[src/rtl/data_bus_arbiter.sv]
// Two-master data bus arbiter: grants one master, drives registered bus strobes until bus_ready or timeout, then pulses ready for one cycle.
// Latency: zero-wait slave completes 2 cycles after the request is seen. Contention: fixed m0 priority, or round robin with DATA_BUS_ARBITER_ROUND_ROBIN_EN.
module data_bus_arbiter #(
  parameter int unsigned TIMEOUT_CYCLES = 255
) (
  input  logic        clock_i,
  input  logic        reset_n_i,
  input  logic [31:0] m0_address_i,
  input  logic [31:0] m1_address_i,
  input  logic [31:0] m0_write_data_i,
  input  logic [31:0] m1_write_data_i,
  input  logic [3:0]  m0_byte_enable_i,
  input  logic [3:0]  m1_byte_enable_i,
  input  logic        m0_read_enable_i,
  input  logic        m1_read_enable_i,
  input  logic        m0_write_enable_i,
  input  logic        m1_write_enable_i,
  output logic [31:0] m0_read_data_o,
  output logic [31:0] m1_read_data_o,
  output logic        m0_ready_o,
  output logic        m1_ready_o,
  output logic        m0_error_o,
  output logic        m1_error_o,
  output logic [31:0] bus_address_o,
  output logic [31:0] bus_write_data_o,
  output logic [3:0]  bus_byte_enable_o,
  output logic        bus_read_enable_o,
  output logic        bus_write_enable_o,
  input  logic [31:0] bus_read_data_i,
  input  logic        bus_ready_i,
  output logic [1:0]  grant_o
);

  typedef enum logic [1:0] {IDLE, BUSY, DONE} state_t;

  typedef struct packed {
    logic [31:0] addr;
    logic [31:0] wdata;
    logic [3:0]  be;
    logic        rd;
    logic        wr;
  } bus_req_t;

  localparam bit          TO_EN   = (TIMEOUT_CYCLES != 0);
  localparam logic [15:0] TO_LAST = 16'(TIMEOUT_CYCLES - 1);

  state_t           state_q;
  bus_req_t         bus_q;
  logic [15:0]      cnt_q;
  logic [15:0]      cnt_d;
  logic [1:0]       grant_q;
  logic [1:0]       ready_q;
  logic [1:0]       error_q;
  logic [1:0][31:0] rdata_q;

  bus_req_t m0_bus;
  bus_req_t m1_bus;
  bus_req_t win_bus;
  logic     m0_req;
  logic     m1_req;
  logic     win1;

  // A simultaneous read+write request is treated as a write only.
  assign m0_bus = '{addr: m0_address_i, wdata: m0_write_data_i, be: m0_byte_enable_i,
                    rd: m0_read_enable_i & ~m0_write_enable_i, wr: m0_write_enable_i};
  assign m1_bus = '{addr: m1_address_i, wdata: m1_write_data_i, be: m1_byte_enable_i,
                    rd: m1_read_enable_i & ~m1_write_enable_i, wr: m1_write_enable_i};

  assign m0_req = m0_read_enable_i | m0_write_enable_i;
  assign m1_req = m1_read_enable_i | m1_write_enable_i;

`ifdef DATA_BUS_ARBITER_ROUND_ROBIN_EN
  logic last_q;
  // last_q=1 means m1 owned the bus last, so m0 wins the next contention.
  assign win1 = m1_req & (~m0_req | ~last_q);
`else
  assign win1 = m1_req & ~m0_req;
`endif

  assign win_bus = win1 ? m1_bus : m0_bus;
  assign cnt_d   = (cnt_q == 16'hFFFF) ? cnt_q : cnt_q + 16'd1;

  always_ff @(posedge clock_i or negedge reset_n_i) begin
    if (!reset_n_i) begin
      state_q <= IDLE;
      bus_q   <= '0;
      cnt_q   <= '0;
      grant_q <= '0;
      ready_q <= '0;
      error_q <= '0;
      rdata_q <= '0;
`ifdef DATA_BUS_ARBITER_ROUND_ROBIN_EN
      last_q  <= 1'b1;
`endif
    end else begin
      case (state_q)
        IDLE: begin
          if (m0_req | m1_req) begin
            bus_q   <= win_bus;
            grant_q <= win1 ? 2'b10 : 2'b01;
            cnt_q   <= '0;
            state_q <= BUSY;
`ifdef DATA_BUS_ARBITER_ROUND_ROBIN_EN
            last_q  <= win1;
`endif
          end else begin
            bus_q <= '0;
          end
        end
        BUSY: begin
          if (bus_ready_i) begin
            if (bus_q.rd) begin
              rdata_q[grant_q[1]] <= bus_read_data_i;
            end
            ready_q  <= grant_q;
            error_q  <= 2'b00;
            bus_q.rd <= 1'b0;
            bus_q.wr <= 1'b0;
            state_q  <= DONE;
          end else if (TO_EN && (cnt_q == TO_LAST)) begin
            rdata_q[grant_q[1]] <= '0;
            ready_q  <= grant_q;
            error_q  <= grant_q;
            bus_q.rd <= 1'b0;
            bus_q.wr <= 1'b0;
            state_q  <= DONE;
          end else begin
            cnt_q <= cnt_d;
          end
        end
        DONE: begin
          ready_q <= '0;
          error_q <= '0;
          grant_q <= '0;
          state_q <= IDLE;
        end
        default: state_q <= IDLE;
      endcase
    end
  end

  assign m0_read_data_o     = rdata_q[0];
  assign m1_read_data_o     = rdata_q[1];
  assign m0_ready_o         = ready_q[0];
  assign m1_ready_o         = ready_q[1];
  assign m0_error_o         = error_q[0];
  assign m1_error_o         = error_q[1];
  assign bus_address_o      = bus_q.addr;
  assign bus_write_data_o   = bus_q.wdata;
  assign bus_byte_enable_o  = bus_q.be;
  assign bus_read_enable_o  = bus_q.rd;
  assign bus_write_enable_o = bus_q.wr;
  assign grant_o            = grant_q;

endmodule

[config.mk]
export PLATFORM = sky130hd
export DESIGN_NAME = data_bus_arbiter
export DESIGN_NICKNAME = d
export VERILOG_FILES = /design/src/rtl/data_bus_arbiter.sv
export SDC_FILE = /design/constraint.sdc
export NUM_CORES = 1
export LEC_CHECK = 0
export ABC_AREA = 0
export CORE_AREA = 2 2 127 129
export CTS_CLUSTER_SIZE = 24
export DETAILED_ROUTE_END_ITERATION = 10
export DIE_AREA = 0 0 129 131
export PLACE_DENSITY = 0.83
export SLEW_MARGIN = 5
export SYNTH_ARGS = -nofsm -noshare
export SYNTH_HDL_FRONTEND = slang
export SYNTH_SLANG_ARGS = --single-unit
[constraint.sdc]
create_clock -name clock_i -period 4.3 [get_ports clock_i]
set_input_delay 0.86 -clock clock_i [delete_from_list [all_inputs] [get_ports clock_i]]
set_output_delay 0.86 -clock clock_i [all_outputs]
set_load 0.005 [all_outputs]
# ---- After elaboration in Yosys (flattened, before gate mapping)
# Cells that the tools add are included.
dict set report op_classes {
  magnitude_cmp 2
  n_eq_ne 10
  n_addsub 1
  mux 28
  n_bitwise 11
  n_reduce_logical 12
}
# cell n
set ops {}
lappend ops {{$mux 64} 3}
lappend ops {{$mux 70} 2}
lappend ops {{$and 64x64->64} 1}
lappend ops {{$bwmux 64} 1}
lappend ops {{$mux 16} 4}
lappend ops {{$not 64->64} 1}
lappend ops {{$demux 32 s1} 1}
lappend ops {{$mux 32} 1}
lappend ops {{$pmux 16 s2} 1}
lappend ops {{$mux 2} 10}
lappend ops {{$pmux 2 s2} 5}
lappend ops {{$add 16x1->16 const B} 1}
lappend ops {{$eq 16x16->1 const B} 1}
lappend ops {{$eq 16x8->1 const B} 1}
lappend ops {{$ne 2x2->1 const B} 4}
lappend ops {{$reduce_and 2->1} 4}
lappend ops {{$reduce_bool 2->1} 4}
lappend ops {{$reduce_and 5->1} 1}
lappend ops {{$and 1x1->1} 3}
lappend ops {{$ne 3x3->1 const B} 1}
lappend ops {{$not 1->1} 3}
lappend ops {{$or 1x1->1} 3}
lappend ops {{$reduce_and 3->1} 1}
lappend ops {{$eq 2x1->1 const B} 1}
lappend ops {{6 further kinds} 6}
dict set report word_totals {
  out_inout_bits 140
  ff_bits 158
  inputBits 175
}

# ---- Longest topological paths before layout
dict set report depth {
  depth_word 8
  ltp_mapped 8
  mapped_depth_nobuf 7
}

# ---- Worst setup path before layout
# No wires, ideal clock.
dict set report synth_path {
  kind {input port to flip-flop}
  from {input m0_read_enable_i}
  to {register cnt_q[10]}
  path_slack_ns 1.841
  setup_ns 0.066
  arrival_time_ns 2.393
  cell_stages 6
  required_ns 4.234
  cell_sequence {or2_2 > clkbuf_1 > o31ai_1 > and2_1 > buf_2 > a221o_1}
}
dict set report synth_via {
  elab_chain_len 4
}
# item line
set synth_rtl {}
lappend synth_rtl {{start, declared} 14} ;# input logic m0_read_enable_i,
lappend synth_rtl {{$or 1x1->1} 69} ;# assign m0_req = m0_read_enable_i | m0_write_enable_i;
lappend synth_rtl {{$or 1x1->1} 98} ;# if (m0_req | m1_req) begin
lappend synth_rtl {{$ne 2x2->1 (no source line)} -}
lappend synth_rtl {{$reduce_and 5->1 (no source line)} -}
lappend synth_rtl {{end signal, assigned} 128} ;# cnt_q <= cnt_d;
lappend synth_rtl {{end, declared} 49} ;# logic [15:0] cnt_q;
# No other way between the ends.
# A chain may end at the register's enable or synchronous reset.

# ---- Final worst setup path
# Same ends and word-level chain as after synthesis.

==> results.ini <==
[finish]
area_delta_synth_final_pct=59.2
layout_commonest_cell=clkdlybuf4s50_1
nNetsFinal=1083
nFillCells=1204
seqCellArea_sq_mm=0.00395
drive_gt1_share_pct=6.20
multiInputGateArea_sq_mm=0.00250
mostFrequentLayoutCells=313 x clkdlybuf4s50_1, 158 x dfrtp_1, 150 x nor2_1

[critical_path]
slowest_stage=buf_4
path_class=input port to flip-flop
cp.required_ps=4600
end_kind=flip-flop
cp_cell_sequence=clkdlybuf4s50_1 > or2_2 > buf_4 > o31ai_1 > buf_4 > and2_1 > a221o_1
critPathArrivalTime_ps=3050
cp-start-kind=input port
cp_max_fo=71
path_common_cell=buf_4
r2r_cells=7
cpPeakStageDelay_ps=590

[min_path]
hp-class=flip-flop to flip-flop
holdPathStages=1

[detailed_routing]
viasPerCell=5.52
drc=0
wl_per_cell_um=19.0
wl_mm=21.6
antenna_left=0
drtPass1Iterations=6
dr_total_vias=6280
drt_iter0_drc=419

[synth]
async_reset_ff_share_pct=100
syn_area_sq_mm=0.00666
ys.flop_type=dfrtp_1
syn_inst=612
ys_seq_area_share_pct=59.3
avgSynthCellArea_sq_um=10.9
yosys_warnings=0
synth_edf_count=0
syn_nets=789
ys_types=49
synth-seq-cells=158

[place]
dp_hpwl_mm=14.8
place_ws_ps=1090
port_buffers=314
gp_congestion=0.910

[sta]
relSlewSlack_pct=37.7
drv_slew=0
layout_setup_ws_ps=1550
setup_viol=0
skew_ps=8.06
rsz0062_at_grt=false
timing.final.hold_violations=0
min_period_ps=2750
tightest_slew_ps=931
finalCritPeriodShare_pct=63.9
setup_tns_ps=0
fmax_mhz=364

[power_and_ir_drop]
p_leak_nw=4.50
p_per_area_mw_per_mm2=670
ir_drop_v=0.000414

[floorplan]
fp.dieArea_sq_mm=0.0169
core_sq_mm=0.0156
die_h_um=131
die_w_um=129
start_util_pct=42.7
io_pins=315
row_count=46

[clocking]
worstSkewPairLatency_ps=410
tritoncts=done
h-tree-depth=4
post-cts-setup-buffers=0
clock-root-buffer=clkbuf_16
cts_resized=0
clk_path_buf_depth=2
clk_pin_slew_ps=60
cts_buffers=17
clock_sinks=158
ctsHoldBuffers=0

[grt]
grt_pass1_wl_mm=33.7
antenna_found_initial=2
grt_pass1_vias=6255
grt_max_degree=96
grtUsageTotal_pct=25.9
grt-ovfl-total=0

[status]
status=finished, final reports clean

[flow_run]
cap_violations=0

through the flow:
stage	area (sq um)	std cells	power (mW)	utilization, %	hold slack [ps]
final	10600	1137	7.10	68.0	495
after global routing	10600	1136	7.56	68.0	513
after CTS	10600	1135	7.16	68.0	502
after detailed placement	10000	1103	5.60	64.1	482
after global placement	10000	1103	5.51	64.1	481
after floorplan	6660	612	3.72	-	489
where the power goes:
| part | internal (mW) | switching [mW] | total, mW |
|---|---|---|---|
| combinational | 1.76 | 1.23 | 2.99 |
| clock | 0.874 | 0.650 | 1.52 |
| sequential | 2.16 | 0.428 | 2.59 |
| total | 4.80 | 2.30 | 7.10 |
flip-flops by register name, summed over array words and instances, names as in the netlist:
name                cells
bus_address_o          32
bus_byte_enable_o       4
bus_read_enable_o       1
bus_write_data_o       32
bus_write_enable_o      1
cnt_q                  16
error_q                 2
grant_o                 2
m0_read_data_o         32
m1_read_data_o         32
ready_q                 2
state_q                 2
synth_stat cells, types with 2 or more instances:
| cell type | count | area [sq um] |
|---|---|---|
| a21oi_1 | 2 | 10.0 |
| or4_1 | 3 | 22.5 |
| a211o_1 | 3 | 26.3 |
| o21ai_1 | 2 | 10.0 |
| a221oi_1 | 68 | 596 |
| or3_1 | 4 | 25.0 |
| inv_1 | 7 | 26.3 |
| o211ai_1 | 2 | 15.0 |
| nand3_1 | 15 | 75.1 |
| a21o_1 | 6 | 45.0 |
| o31ai_1 | 5 | 37.5 |
| dfrtp_1 | 158 | 3950 |
| buf_2 | 8 | 40.0 |
| nand4_1 | 6 | 37.5 |
| nor3_1 | 5 | 25.0 |
| and2_1 | 4 | 25.0 |
| a221o_1 | 2 | 20.0 |
| nand2_1 | 9 | 33.8 |
| a22o_1 | 66 | 578 |
| o2bb2ai_1 | 3 | 26.3 |
| or2_2 | 3 | 18.8 |
| buf_1 | 3 | 11.3 |
| and3_1 | 4 | 25.0 |
| o21ai_0 | 6 | 30.0 |
| clkbuf_1 | 40 | 150 |
| nand2b_1 | 2 | 12.5 |
| nor2_1 | 152 | 571 |
| a22oi_1 | 2 | 15.0 |
| ha_1 | 2 | 25.0 |
cell families after synthesis:
family,Yosys count,share of synthesized area (%)
AO/OA/AOI/OAI,176,22.3
AND/OR/NAND/NOR,217,14.4
flip-flops,158,59.3
adder cells (fa/ha/maj),2,0.376
buffers and inverters,58,3.42
multiplexers,1,0.150
area by class of cell:
cell class                 count  share of cell area (%)
inverter                       7                   0.248
clock inverter                15                    1.64
multi-input combinational    396                    23.6
clock buffer                  17                    4.01
antenna                        2                  0.0472
tap                          216                    2.55
sequential                   158                    37.3
timing repair buffer         326                    30.6
worst max-delay path, delay by kind of cell:
kind	cells	cell delay, ps
buf+inv	3	1280
compound gates	2	480
simple gates	2	400
layer usage:
layer | track usage [%] | up-vias | routed length, um
li1 | - | 2874 | -
met1 | 31.4 | 3093 | 8340
met2 | 42.7 | 280 | 10800
met3 | 9.24 | 33 | 1930
met4 | 9.53 | 0 | 549
met5 | 0 | - | 0
final timing paths:
kind                            slack (ps)                from                    to
max in group asynchronous             2890           reset_n_i  bus_byte_enable_o[1]
worst min-delay path                   490  m1_read_data_o[17]    m1_read_data_o[17]
worst max-delay path                  1550    m0_read_enable_i             cnt_q[10]
worst max register to register        1650            cnt_q[0]             cnt_q[10]
worst min register to register         490  m1_read_data_o[17]    m1_read_data_o[17]
min in group asynchronous              530           reset_n_i     m0_read_data_o[3]
No activity file was read; power rests on OpenSTA's default activity.
